===== config.mk =====
export PLATFORM = sky130hd
export DESIGN_NAME = serial_adder
export DESIGN_NICKNAME = d
export VERILOG_FILES = /design/src/rtl/serial_adder.sv
export SDC_FILE = /design/constraint.sdc
export NUM_CORES = 1
export LEC_CHECK = 0
export CAP_MARGIN = 0
export CORE_ASPECT_RATIO = 1.2
export CORE_UTILIZATION = 40
export DETAILED_ROUTE_END_ITERATION = 12
export DONT_BUFFER_PORTS = 1
export RECOVER_POWER = 50
export SLEW_MARGIN = 20
export SYNTH_ARGS = -nofsm -noshare
export SYNTH_HDL_FRONTEND = slang
export SYNTH_SLANG_ARGS = --single-unit

===== constraint.sdc =====
create_clock -name clk -period 2.9 [get_ports clk]
set_input_delay 0.435 -clock clk [delete_from_list [all_inputs] [get_ports clk]]
set_output_delay 0.435 -clock clk [all_outputs]
set_load 0.05 [all_outputs]

===== src/rtl/serial_adder.sv =====
// serial_adder: multi-cycle adder that sums a + b + cin, STEP bits per clock,
// keeping the inter-digit carry in a flop. A start/busy/done handshake
// sequences the operation. The LSB digit is processed first.
//
// Parameters:
//   WIDTH  operand/sum width (>= 1)
//   STEP   bits added per cycle (must divide WIDTH)
//
// Ports:
//   clk    rising-edge clock
//   rst_n  synchronous active-low reset
//   start  request, accepted in IDLE or DONE
//   a, b   operands, captured on an accepted start
//   cin    carry-in, captured on an accepted start
//   busy   high while digits are being processed
//   done   one-cycle pulse when sum/cout/ovf become valid
//   sum    low WIDTH bits of a + b + cin
//   cout   carry out of bit WIDTH-1
//   ovf    two's-complement overflow (carry into MSB xor carry out)
module serial_adder #(
  parameter int unsigned WIDTH = 8,
  parameter int unsigned STEP  = 1
) (
  input  logic             clk,
  input  logic             rst_n,
  input  logic             start,
  input  logic [WIDTH-1:0] a,
  input  logic [WIDTH-1:0] b,
  input  logic             cin,
  output logic             busy,
  output logic             done,
  output logic [WIDTH-1:0] sum,
  output logic             cout,
  output logic             ovf
);

  localparam int unsigned N     = WIDTH / STEP;
  localparam int unsigned CNT_W = (N > 1) ? $clog2(N) : 1;
  localparam int unsigned DW    = STEP + 1;

  localparam logic [1:0] ST_IDLE = 2'd0;
  localparam logic [1:0] ST_RUN  = 2'd1;
  localparam logic [1:0] ST_DONE = 2'd2;

  // Elaboration-time parameter sanity.
  if (WIDTH < 1 || STEP < 1 || STEP > WIDTH || (WIDTH % STEP) != 0) begin : g_bad_params
    $error("serial_adder: STEP must divide WIDTH and satisfy 1 <= STEP <= WIDTH");
  end

  logic [1:0]       state;
  logic [1:0]       state_d;
  logic             busy_d;
  logic             done_d;
  logic             load;
  logic             advance;
  logic             last;

  logic [WIDTH-1:0] a_q;
  logic [WIDTH-1:0] b_q;
  logic             carry_q;
  logic [CNT_W-1:0] cnt;

  logic [DW-1:0]    dres;
  logic [STEP-1:0]  dsum;
  logic             dcarry;
  logic             msb_cin;

  assign last = (cnt == CNT_W'(N - 1));

  // One digit of the addition. Operand registers shift right, so the current
  // digit always sits in their low STEP bits.
  always_comb begin
    dres    = {1'b0, a_q[STEP-1:0]} + {1'b0, b_q[STEP-1:0]} + DW'(carry_q);
    dsum    = dres[STEP-1:0];
    dcarry  = dres[STEP];
    // Carry into the digit's top bit recovered from its sum and operand bits.
    msb_cin = dsum[STEP-1] ^ a_q[STEP-1] ^ b_q[STEP-1];
  end

  // Next-state and handshake decode.
  always_comb begin
    state_d = state;
    busy_d  = 1'b0;
    done_d  = 1'b0;
    load    = 1'b0;
    advance = 1'b0;
    case (state)
      ST_IDLE: begin
        if (start) begin
          load    = 1'b1;
          busy_d  = 1'b1;
          state_d = ST_RUN;
        end
      end
      ST_RUN: begin
        advance = 1'b1;
        if (last) begin
          done_d  = 1'b1;
          state_d = ST_DONE;
        end else begin
          busy_d  = 1'b1;
        end
      end
      ST_DONE: begin
        if (start) begin
          load    = 1'b1;
          busy_d  = 1'b1;
          state_d = ST_RUN;
        end else begin
          state_d = ST_IDLE;
        end
      end
      default: begin
        state_d = ST_IDLE;
      end
    endcase
  end

  // State, handshake outputs and datapath registers.
  always_ff @(posedge clk) begin
    if (!rst_n) begin
      state   <= ST_IDLE;
      busy    <= 1'b0;
      done    <= 1'b0;
      a_q     <= '0;
      b_q     <= '0;
      carry_q <= 1'b0;
      cnt     <= '0;
      sum     <= '0;
      cout    <= 1'b0;
      ovf     <= 1'b0;
    end else begin
      state <= state_d;
      busy  <= busy_d;
      done  <= done_d;
      if (load) begin
        a_q     <= a;
        b_q     <= b;
        carry_q <= cin;
        cnt     <= '0;
      end else if (advance) begin
        a_q     <= a_q >> STEP;
        b_q     <= b_q >> STEP;
        carry_q <= dcarry;
        cnt     <= cnt + CNT_W'(1);
        // Result digits enter at the top; after N digits the first one has
        // reached bit 0.
        sum     <= (sum >> STEP) | (WIDTH'(dsum) << (WIDTH - STEP));
        if (last) begin
          cout <= dcarry;
          ovf  <= msb_cin ^ dcarry;
        end
      end
    end
  end

endmodule


==> out/results.ini, run 1 <==
[outcome]
status=finished clean

[place]
place_ws_ns=1.28
gp_congestion=0.685
dp_hpwl_um=1860
portBuffers=0

[critical_path]
crit_chain=and2b_1 -> a22oi_1 -> a21boi_1
critPathMaxFanout=26
slowest_stage=and2b_1
worstSetupEndpointType=register
arrival_ns=1.81
path_class=reg2reg
start_kind=register
cpPeakStageDelay_ns=0.74
worst-endpoint-required_ns=3.12
ff2ff_path_depth=3
ff2ff_setup_slack_ns=1.31

[clock_network]
cts_made_buffers=5
cts_resized=0
htree_levels=2
clock_sinks=34
clk_pin_slew_ns=0.07
cts-root-buf=clkbuf_8
post-cts-setup-buffers=0
cts_buffer_depth=2
cts_hold_buf=0
worst_skew_pair.late_latency_ns=0.29
cts_tree=built

[synthesis]
postSynthAreaPerCell_um2=9.49
synthArstFlopShare=0
synth-edff-count=0
syn_area_um2=1430
synthFlopType=dfxtp_1
ys_types=24
synthCells=151
synth_nets=174
yosys_warnings=0
seq_area_frac_synth=0.475
ys_ff_latch=34

[routing]
vias_per_cell=5.77
routed_wire_length_per_instance_um=15.3
drc_errors=0
drt_iter0_drc=36
route.vias.total=1061
first_pass_iters=4
drtAntennaViolNets=0
drt_wl_total_um=2820

[layout]
final_common_cell=dfxtp_1
drive_above_1_share=0.0680
nets=169
layout_common_cells=34 x dfxtp_1, 23 x nand2_1, 17 x nand3_1
antenna_cells=0
syn2layout_area_growth_pct=4.10
utilization=0.443

[power]
leakagePower_uw=0.000521
powerDensity_nw_per_um2=645
ir_drop_mv=0.390

[run]
cap_viol_max_count=0

[timing]
fin_crit_sh=0.549
fmax_mhz=628
finalWorstSetupSlack_ns=1.31
rsz0062_at_grt=false
fin_skew_ns=0.00656
finalHoldViolCount=0
worst_slew_pin_slew_ns=0.990
period_needed_ns=1.59
drv_slew=0
setup-tns-final_ns=0
slew_headroom=0.340
setup_viol=0

[grt]
grt_pass1_vias=1051
grt_usage=0.164
antenna_found_initial=0
grt_pass1_wl_um=4600
gr-total-overflow=0
grt_max_degree=33

[floorplan]
fp.dieH_um=67.6
die_area_um2=3830
dieWidth_um=56.6
rows=23
core-area_um2=3370
start_util=0.425
num_io_pins=32

[min_path]
hold-path-cell-count=2
hold_class=in2reg

==> Yosys cell counts (2+ instances only) <==
cell type	number	area share
a21boi_0	6	0.031
a21boi_1	19	0.10
a21oi_1	3	0.010
a22oi_1	14	0.073
and2_1	4	0.017
buf_2	3	0.010
buf_4	4	0.021
buf_6	3	0.024
clkbuf_1	3	0.0079
dfxtp_1	34	0.48
ha_1	2	0.017
nand2_1	23	0.060
nand2b_1	2	0.0087
nand3_1	17	0.059
nor2b_1	2	0.0087
xnor2_1	4	0.024
==> final cells by class <==
| type | count | area, um^2 |
|---|---|---|
| Fill cell | 338 | 1880 |
| Sequential cell | 34 | 681 |
| Multi-Input combinational cell | 104 | 662 |
| Clock buffer | 6 | 82.6 |
| Tap cell | 37 | 46.3 |
| Clock inverter | 2 | 12.5 |
| Timing Repair Buffer | 1 | 7.51 |
==> critical path, delay by kind of cell (launching register included) <==
kind | cells | cell delay (ns)
simple gates | 1 | 0.74
flops | 1 | 0.39
compound gates | 2 | 0.39
==> power by group <==
part	internal [uW]	total, uW	switching [uW]
clock	191	365	174
sequential	488	511	22.7
combinational	36.1	86.8	50.7
==> registers in the layout, indices dropped and copies added, names as in the netlist <==
name	cells
ovf	1
sum	8
a_q	8
cnt	3
cout	1
done	1
b_q	8
busy	1
state	2
carry_q	1
==> metrics by stage <==
step / hold WS (ns) / total power [uW] / cells / area [um^2]
after floorplan: 0.439 / 607 / 151 / 1430
after global placement: 0.446 / 605 / 176 / 1400
after detailed placement: 0.459 / 611 / 176 / 1400
after CTS: 0.261 / 979 / 184 / 1490
after global routing: 0.256 / 1000 / 184 / 1490
final: 0.279 / 962 / 184 / 1490
==> logic make-up after synthesis <==
kind of cell               synth area share
AOI/OAI and AO/OA                     0.231
xor gates and xnor gates             0.0245
adders and majority gates            0.0314
buffers and inverters                0.0629
DFF                                   0.475
muxes                               0.00699
and+or+nand+nor                       0.169
==> layer usage <==
layer,global-route usage,vias up,wire length (um)
met1,0.163,507,1150
met5,0,-,0
met3,0.0747,8,184
li1,-,513,-
met2,0.275,33,1410
met4,0.113,0,79
==> worst paths after layout <==
check | start | endpoint
worst min register to register | b_q[3]$_SDFFE_PN0P_ | b_q[3]$_SDFFE_PN0P_
worst max register to register | state[0]$_SDFFE_PN0P_ | a_q[0]$_SDFFE_PN0P_
worst max-delay path | state[0]$_SDFFE_PN0P_ | a_q[0]$_SDFFE_PN0P_
worst min-delay path | a[7] | a_q[7]$_SDFFE_PN0P_
No activity file was read; power rests on OpenSTA's default activity.
==> inputs of run 2 (changes only) <==
--- a/config.mk
+++ b/config.mk
@@ -5,6 +5,7 @@
 export SDC_FILE = /design/constraint.sdc
 export NUM_CORES = 1
 export LEC_CHECK = 0
+export ABC_AREA = 1
 export CAP_MARGIN = 0
 export CORE_ASPECT_RATIO = 1.2
 export CORE_UTILIZATION = 40
==> constraint.sdc (replaced) <==
create_clock -name clk -period 1.5 [get_ports clk]
set_input_delay 0.225 -clock clk [delete_from_list [all_inputs] [get_ports clk]]
set_output_delay 0.225 -clock clk [all_outputs]
set_load 0.05 [all_outputs]
==> out/results.ini, run 2 <==
[outcome]
status=finished clean  ; unchanged

[floorplan]
dieWidth_um=56.6  ; about the same
rows=23  ; unchanged
core-area_um2=3370  ; unchanged
fp.dieH_um=67.5  ; was 67.6 um
die_area_um2=3820  ; was 3830 um^2
start_util=0.424  ; was 0.425
num_io_pins=32  ; unchanged

[grt]
grt_max_degree=20  ; was 33
grt_use_met2=0.294  ; was 0.275
antenna_found_initial=0  ; unchanged
grt_pass1_vias=1134  ; was 1051
gr-total-overflow=0  ; unchanged
grtUsageMet1=0.169  ; was 0.163
grt_pass1_wl_um=4660  ; was 4600 um
grt_busiest_layer=met2  ; unchanged
grt_usage=0.162  ; was 0.164
met3_usage=0.0460  ; was 0.0747

[timing]
rsz0062_at_grt=false  ; unchanged
drv_slew=0  ; unchanged
fin_crit_sh=0.918  ; was 0.549
period_needed_ns=1.38  ; was 1.59 ns
finalHoldViolCount=0  ; unchanged
setup-tns-final_ns=0  ; unchanged
fmax_mhz=727  ; was 628 MHz
fin_skew_ns=0.00303  ; was 0.00656 ns
setup_viol=0  ; unchanged
worst_slew_pin_slew_ns=0.629  ; was 0.990 ns
slew_headroom=0.580  ; was 0.340

[clock_network]
cts_hold_buf=0  ; unchanged
worst_skew_pair.late_latency_ns=0.28  ; was 0.29 ns
clock_sinks=34  ; unchanged
cts_tree=built  ; unchanged
cts-root-buf=clkbuf_8  ; unchanged
cts_made_buffers=5  ; unchanged
clk_pin_slew_ns=0.06  ; was 0.07 ns
cts_buffer_depth=2  ; unchanged
htree_levels=2  ; unchanged

[layout]
utilization=0.469  ; was 0.443
design_area_um2=1580  ; was 1490 um^2
nets=230  ; was 169
top_regs=a_q: 8 flops, b_q: 8 flops, sum: 8 flops  ; unchanged
drive_above_1_share=0.106  ; was 0.0680
final_common_cell=nand2_1  ; was dfxtp_1
antenna_cells=0  ; unchanged
final_cells=245  ; was 184
syn2layout_area_growth_pct=10.6  ; was 4.10%
layout_common_cells=63 x nand2_1, 34 x nor2_1, 32 x dfxtp_1  ; was 34 x dfxtp_1, 23 x nand2_1, 17 x nand3_1

[power]
powerDensity_nw_per_um2=1250  ; was 645 nW/um^2
total_power_uw=1980  ; was 962 uW
ir_drop_mv=0.681  ; was 0.390 mV
leakagePower_uw=0.000732  ; was 0.000521 uW

[min_path]
hold_class=in2reg  ; unchanged
hold_start=rst_n  ; was a[7]

[routing]
drt_wl_total_um=2760  ; was 2820 um
drt_iter0_drc=34  ; was 36
first_pass_iters=2  ; was 4
vias_per_cell=4.93  ; was 5.77
route.vias.total=1208  ; was 1061
drtAntennaViolNets=0  ; unchanged
drc_errors=0  ; unchanged
routed_wire_length_per_instance_um=11.3  ; was 15.3 um

[critical_path]
arrival_ns=1.54  ; was 1.81 ns
path_class=reg2reg  ; unchanged
critPathMaxFanout=5  ; was 26
start_kind=register  ; unchanged
cp-startpoint=a_q[0]$_SDFFE_PN0P_  ; was state[0]$_SDFFE_PN0P_
rr_startpoint=a_q[0]$_SDFFE_PN0P_  ; was state[0]$_SDFFE_PN0P_
worst-endpoint-required_ns=1.66  ; was 3.12 ns
worstSetupEndpointType=register  ; unchanged

[synthesis]
yosys_warnings=0  ; unchanged
ys_types=21  ; was 24
synth.most_common_cell=nand2_1  ; was dfxtp_1
synth_area_leaders=dfxtp_1 48%, nand2_1 16%, nor2_1 8.9%, a21oi_1 7.0%, o21ai_0 3.5%  ; was dfxtp_1 48%, a21boi_1 10%, a22oi_1 7.3%, nand2_1 6.0%, nand3_1 5.9%
postSynthAreaPerCell_um2=7.25  ; was 9.49 um^2
synthCells=197  ; was 151
synthFlopType=dfxtp_1  ; unchanged
syn_area_um2=1430  ; about the same
synth-edff-count=0  ; unchanged
synth_nets=220  ; was 174
yosys-top-cells-count=62 x nand2_1, 34 x dfxtp_1, 34 x nor2_1  ; was 34 x dfxtp_1, 23 x nand2_1, 19 x a21boi_1
yosysTopAreaCellShare=0.476  ; was 0.475
synthArstFlopShare=0  ; unchanged
synth_area_leader_cell=dfxtp_1  ; unchanged
ys_ff_latch=34  ; unchanged
seq_area_frac_synth=0.476  ; was 0.475

[place]
place_area_um2=1520  ; was 1400 um^2
dp_cells=237  ; was 176
dp_hpwl_um=2060  ; was 1860 um
gp_congestion=0.806  ; was 0.685
portBuffers=0  ; unchanged

[run]
cap_viol_max_count=0  ; unchanged

[run 2: logic make-up (layout without fill, tap and decap cells)]
| group | Yosys count | after routing | synth area share |
|---|---|---|---|
| xor gates and xnor gates | 2 | 2 | 0.0123 |
| and+or+nand+nor | 102 | 102 | 0.281 |
| DFF | 34 | 34 | 0.476 |
| buffers and inverters | 23 | 34 | 0.0771 |
| adders and majority gates | 3 | 3 | 0.0315 |
| AOI/OAI and AO/OA | 33 | 33 | 0.122 |
[run 2: where the power goes]
group / switching [uW] / internal, uW
logic: 204 / 94.0
clock network: 300 / 370
registers: 52.0 / 962
total: 556 / 1430
[run 2: path summary, 6_finish.rpt]
path / slack, ns / depth (start not counted) / end
worst max-delay path: 0.12 / 7 / ovf$_SDFFE_PN0P_
worst min-delay path: 0.08 / 2 / sum[0]$_SDFFE_PN0P_
worst max register to register: 0.12 / 7 / ovf$_SDFFE_PN0P_
worst min register to register: 0.48 / 2 / a_q[7]$_SDFFE_PN0P_
[run 2: metrics by stage]
step / hold slack [ns] / worst slack [ns]
3_5_place_dp: 0.371 / 0.0672
6_report: 0.0761 / 0.124
5_1_grt: 0.0677 / 0.000959
4_1_cts: 0.0688 / 0.0706
2_1_floorplan: 0.373 / 0.172
3_3_place_gp: 0.365 / 0.136
[run 2: routing by layer]
| metal | part of all wire | wire length [um] |
|---|---|---|
| met5 | 0 | 0 |
| met4 | 0.022 | 62 |
| met3 | 0.058 | 160 |
| met2 | 0.50 | 1380 |
| met1 | 0.42 | 1160 |
[run 2: worst max-delay path, cell delays in order (launching register included)]
cell and delay, ns:
dfxtp_2 0.35, fa_1 0.52, nor2_1 0.14, inv_1 0.05, nand2_1 0.05, nand2_1 0.05
nand2_1 0.05, a21oi_1 0.05
[run 2: area by class of cell]
cell class	count	area, um^2
timing repair buffer	11	67.6
fill	355	1790
inverter	15	56.3
tap	37	46.3
clock buffer	7	86.3
multi-input combinational	140	636
sequential	34	683
clock inverter	1	5.00
[run 2: timing repair]
action | in CTS | in global routing
resized for setup | 0 | 2
hold endpoints to repair | 0 | 0
endpoints found under the setup margin | 0 | 1
setup buffers | 0 | 0
==> inputs of run 3 (changes only) <==
--- a/config.mk
+++ b/config.mk
@@ -11,7 +11,7 @@
 export CORE_UTILIZATION = 40
 export DETAILED_ROUTE_END_ITERATION = 12
 export DONT_BUFFER_PORTS = 1
-export RECOVER_POWER = 50
+export RECOVER_POWER = 100
 export SLEW_MARGIN = 20
 export SYNTH_ARGS = -nofsm -noshare
 export SYNTH_HDL_FRONTEND = slang
==> out/results.ini, run 3 (same netlist as run 2, synthesis figures left out) <==
[outcome]
status=finished clean  ; unchanged

[floorplan]
core-area_um2=3370  ; unchanged
fp.dieH_um=67.5  ; unchanged
rows=23  ; unchanged
start_util=0.424  ; unchanged
dieWidth_um=56.6  ; unchanged
num_io_pins=32  ; unchanged
die_area_um2=3820  ; unchanged

[timing]
slew_headroom=0.580  ; about the same
setup_viol=0  ; unchanged
rsz0062_at_grt=false  ; unchanged
fin_skew_ns=0.00428  ; was 0.00303 ns
fmax_mhz=727  ; about the same
worst_slew_pin_slew_ns=0.629  ; about the same
fin_crit_sh=0.917  ; was 0.918
period_needed_ns=1.38  ; about the same
drv_slew=0  ; unchanged
finalHoldViolCount=0  ; unchanged
setup-tns-final_ns=0  ; unchanged
whs_ns=0.0739  ; was 0.0761 ns

[layout]
final_common_cell=nand2_1  ; unchanged
utilization=0.469  ; about the same
drive_above_1_share=0.101  ; was 0.106
antenna_cells=0  ; unchanged
layout_common_cells=64 x nand2_1, 34 x nor2_1, 32 x dfxtp_1  ; was 63 x nand2_1, 34 x nor2_1, 32 x dfxtp_1
syn2layout_area_growth_pct=10.4  ; was 10.6%
top_regs=a_q: 8 flops, b_q: 8 flops, sum: 8 flops  ; unchanged
nets=230  ; unchanged
nFillCells=356  ; was 355

[critical_path]
crit_chain=fa_1 -> nor2_1 -> inv_1 -> nand2_1 -> nand2_1 -> nand2_1 -> a21oi_1  ; unchanged
slowest_stage=fa_1  ; unchanged
critPathBufInv=1  ; unchanged
crit_cells=7  ; unchanged
path_class=reg2reg  ; unchanged
cpPeakStageDelay_ns=0.52  ; about the same
arrival_ns=1.54  ; about the same
cp_top_family=adder cells  ; unchanged
start_kind=register  ; unchanged
worstSetupEndpointType=register  ; unchanged
ff2ff_path_depth=7  ; unchanged
critPathMaxFanout=5  ; unchanged
worst-endpoint-required_ns=1.67  ; was 1.66 ns
cp_common_cell=nand2_1  ; unchanged
ff2ff_setup_slack_ns=0.12  ; about the same

[grt]
grt_pass1_wl_um=4660  ; unchanged
gr-total-overflow=0  ; unchanged
antenna_found_initial=0  ; unchanged
grt_max_degree=20  ; unchanged
grt_usage=0.162  ; unchanged
grt_pass1_vias=1134  ; unchanged

[clock_network]
htree_levels=2  ; unchanged
cts_tree=built  ; unchanged
cts_made_buffers=5  ; unchanged
clock_sinks=34  ; unchanged
clk_pin_slew_ns=0.07  ; was 0.06 ns
cts_buffer_depth=2  ; unchanged
cts-root-buf=clkbuf_8  ; unchanged
worst_skew_pair.late_latency_ns=0.28  ; about the same
cts_hold_buf=0  ; unchanged

[run]
cap_viol_max_count=0  ; unchanged

[routing]
first_pass_iters=3  ; was 2
vias_per_cell=4.87  ; was 4.93
drc_errors=0  ; unchanged
drt_wl_total_um=2750  ; was 2760 um
routed_wire_length_per_instance_um=11.2  ; was 11.3 um
route.vias.total=1194  ; was 1208
drtAntennaViolNets=0  ; unchanged
drt_iter0_drc=35  ; was 34

[min_path]
hold_class=in2reg  ; unchanged
hold-path-cell-count=2  ; unchanged

[place]
gp_congestion=0.806  ; unchanged
portBuffers=0  ; unchanged
dp_hpwl_um=2060  ; unchanged

[power]
ir_drop_mv=0.684  ; was 0.681 mV
powerDensity_nw_per_um2=1260  ; was 1250 nW/um^2
leakagePower_uw=0.000731  ; was 0.000732 uW

## run 3: cell counts in the layout (fill, tap and decap cells not counted)
Identical to the previous run, type by type.
## run 3: cell type report
| class | instances | area, um^2 | share of cell area |
|---|---|---|---|
| multi-input combinational | 140 | 633 | 0.401 |
| timing repair buffer | 11 | 67.6 | 0.0428 |
| sequential | 34 | 683 | 0.433 |
| clock inverter | 1 | 5.00 | 0.00317 |
| tap | 37 | 46.3 | 0.0293 |
| clock buffer | 7 | 86.3 | 0.0547 |
| inverter | 15 | 56.3 | 0.0357 |
## run 3: power by group
| part | switching [uW] | total, uW | internal (uW) |
|---|---|---|---|
| combinational | 203 | 297 | 93.7 |
| clock | 304 | 673 | 370 |
| sequential | 51.6 | 1010 | 962 |
## run 3: what timing repair did
| item | CTS | global route |
|---|---|---|
| endpoints found under the setup margin | 0 | 1 |
| setup buffers | 0 | 0 |
| gates resized for setup | 0 | 2 |
## run 3: path summary, 6_finish.rpt
path,end,startpoint
setup reg to reg,ovf$_SDFFE_PN0P_,a_q[0]$_SDFFE_PN0P_
setup / recovery,ovf$_SDFFE_PN0P_,a_q[0]$_SDFFE_PN0P_
hold reg to reg,a_q[7]$_SDFFE_PN0P_,a_q[7]$_SDFFE_PN0P_
hold / removal,sum[0]$_SDFFE_PN0P_,rst_n
## run 3: per-layer routing
metal / GRT usage / share of wire / vias up
met4: 0.0915 / 0.023 / 0
li1: - / - / 628
met3: 0.0460 / 0.059 / 8
met1: 0.169 / 0.42 / 531
met2: 0.294 / 0.50 / 27
met5: 0 / 0 / -
## run 3: through the flow
step	total power (uW)	instance area, um^2	setup WS, ns	instances
floorplan	1290	1430	0.172	197
global placement	1340	1520	0.136	237
detailed placement	1350	1520	0.0672	237
CTS	2030	1610	0.0706	245
global route	2090	1580	0.000959	245
finish	1980	1580	0.124	245
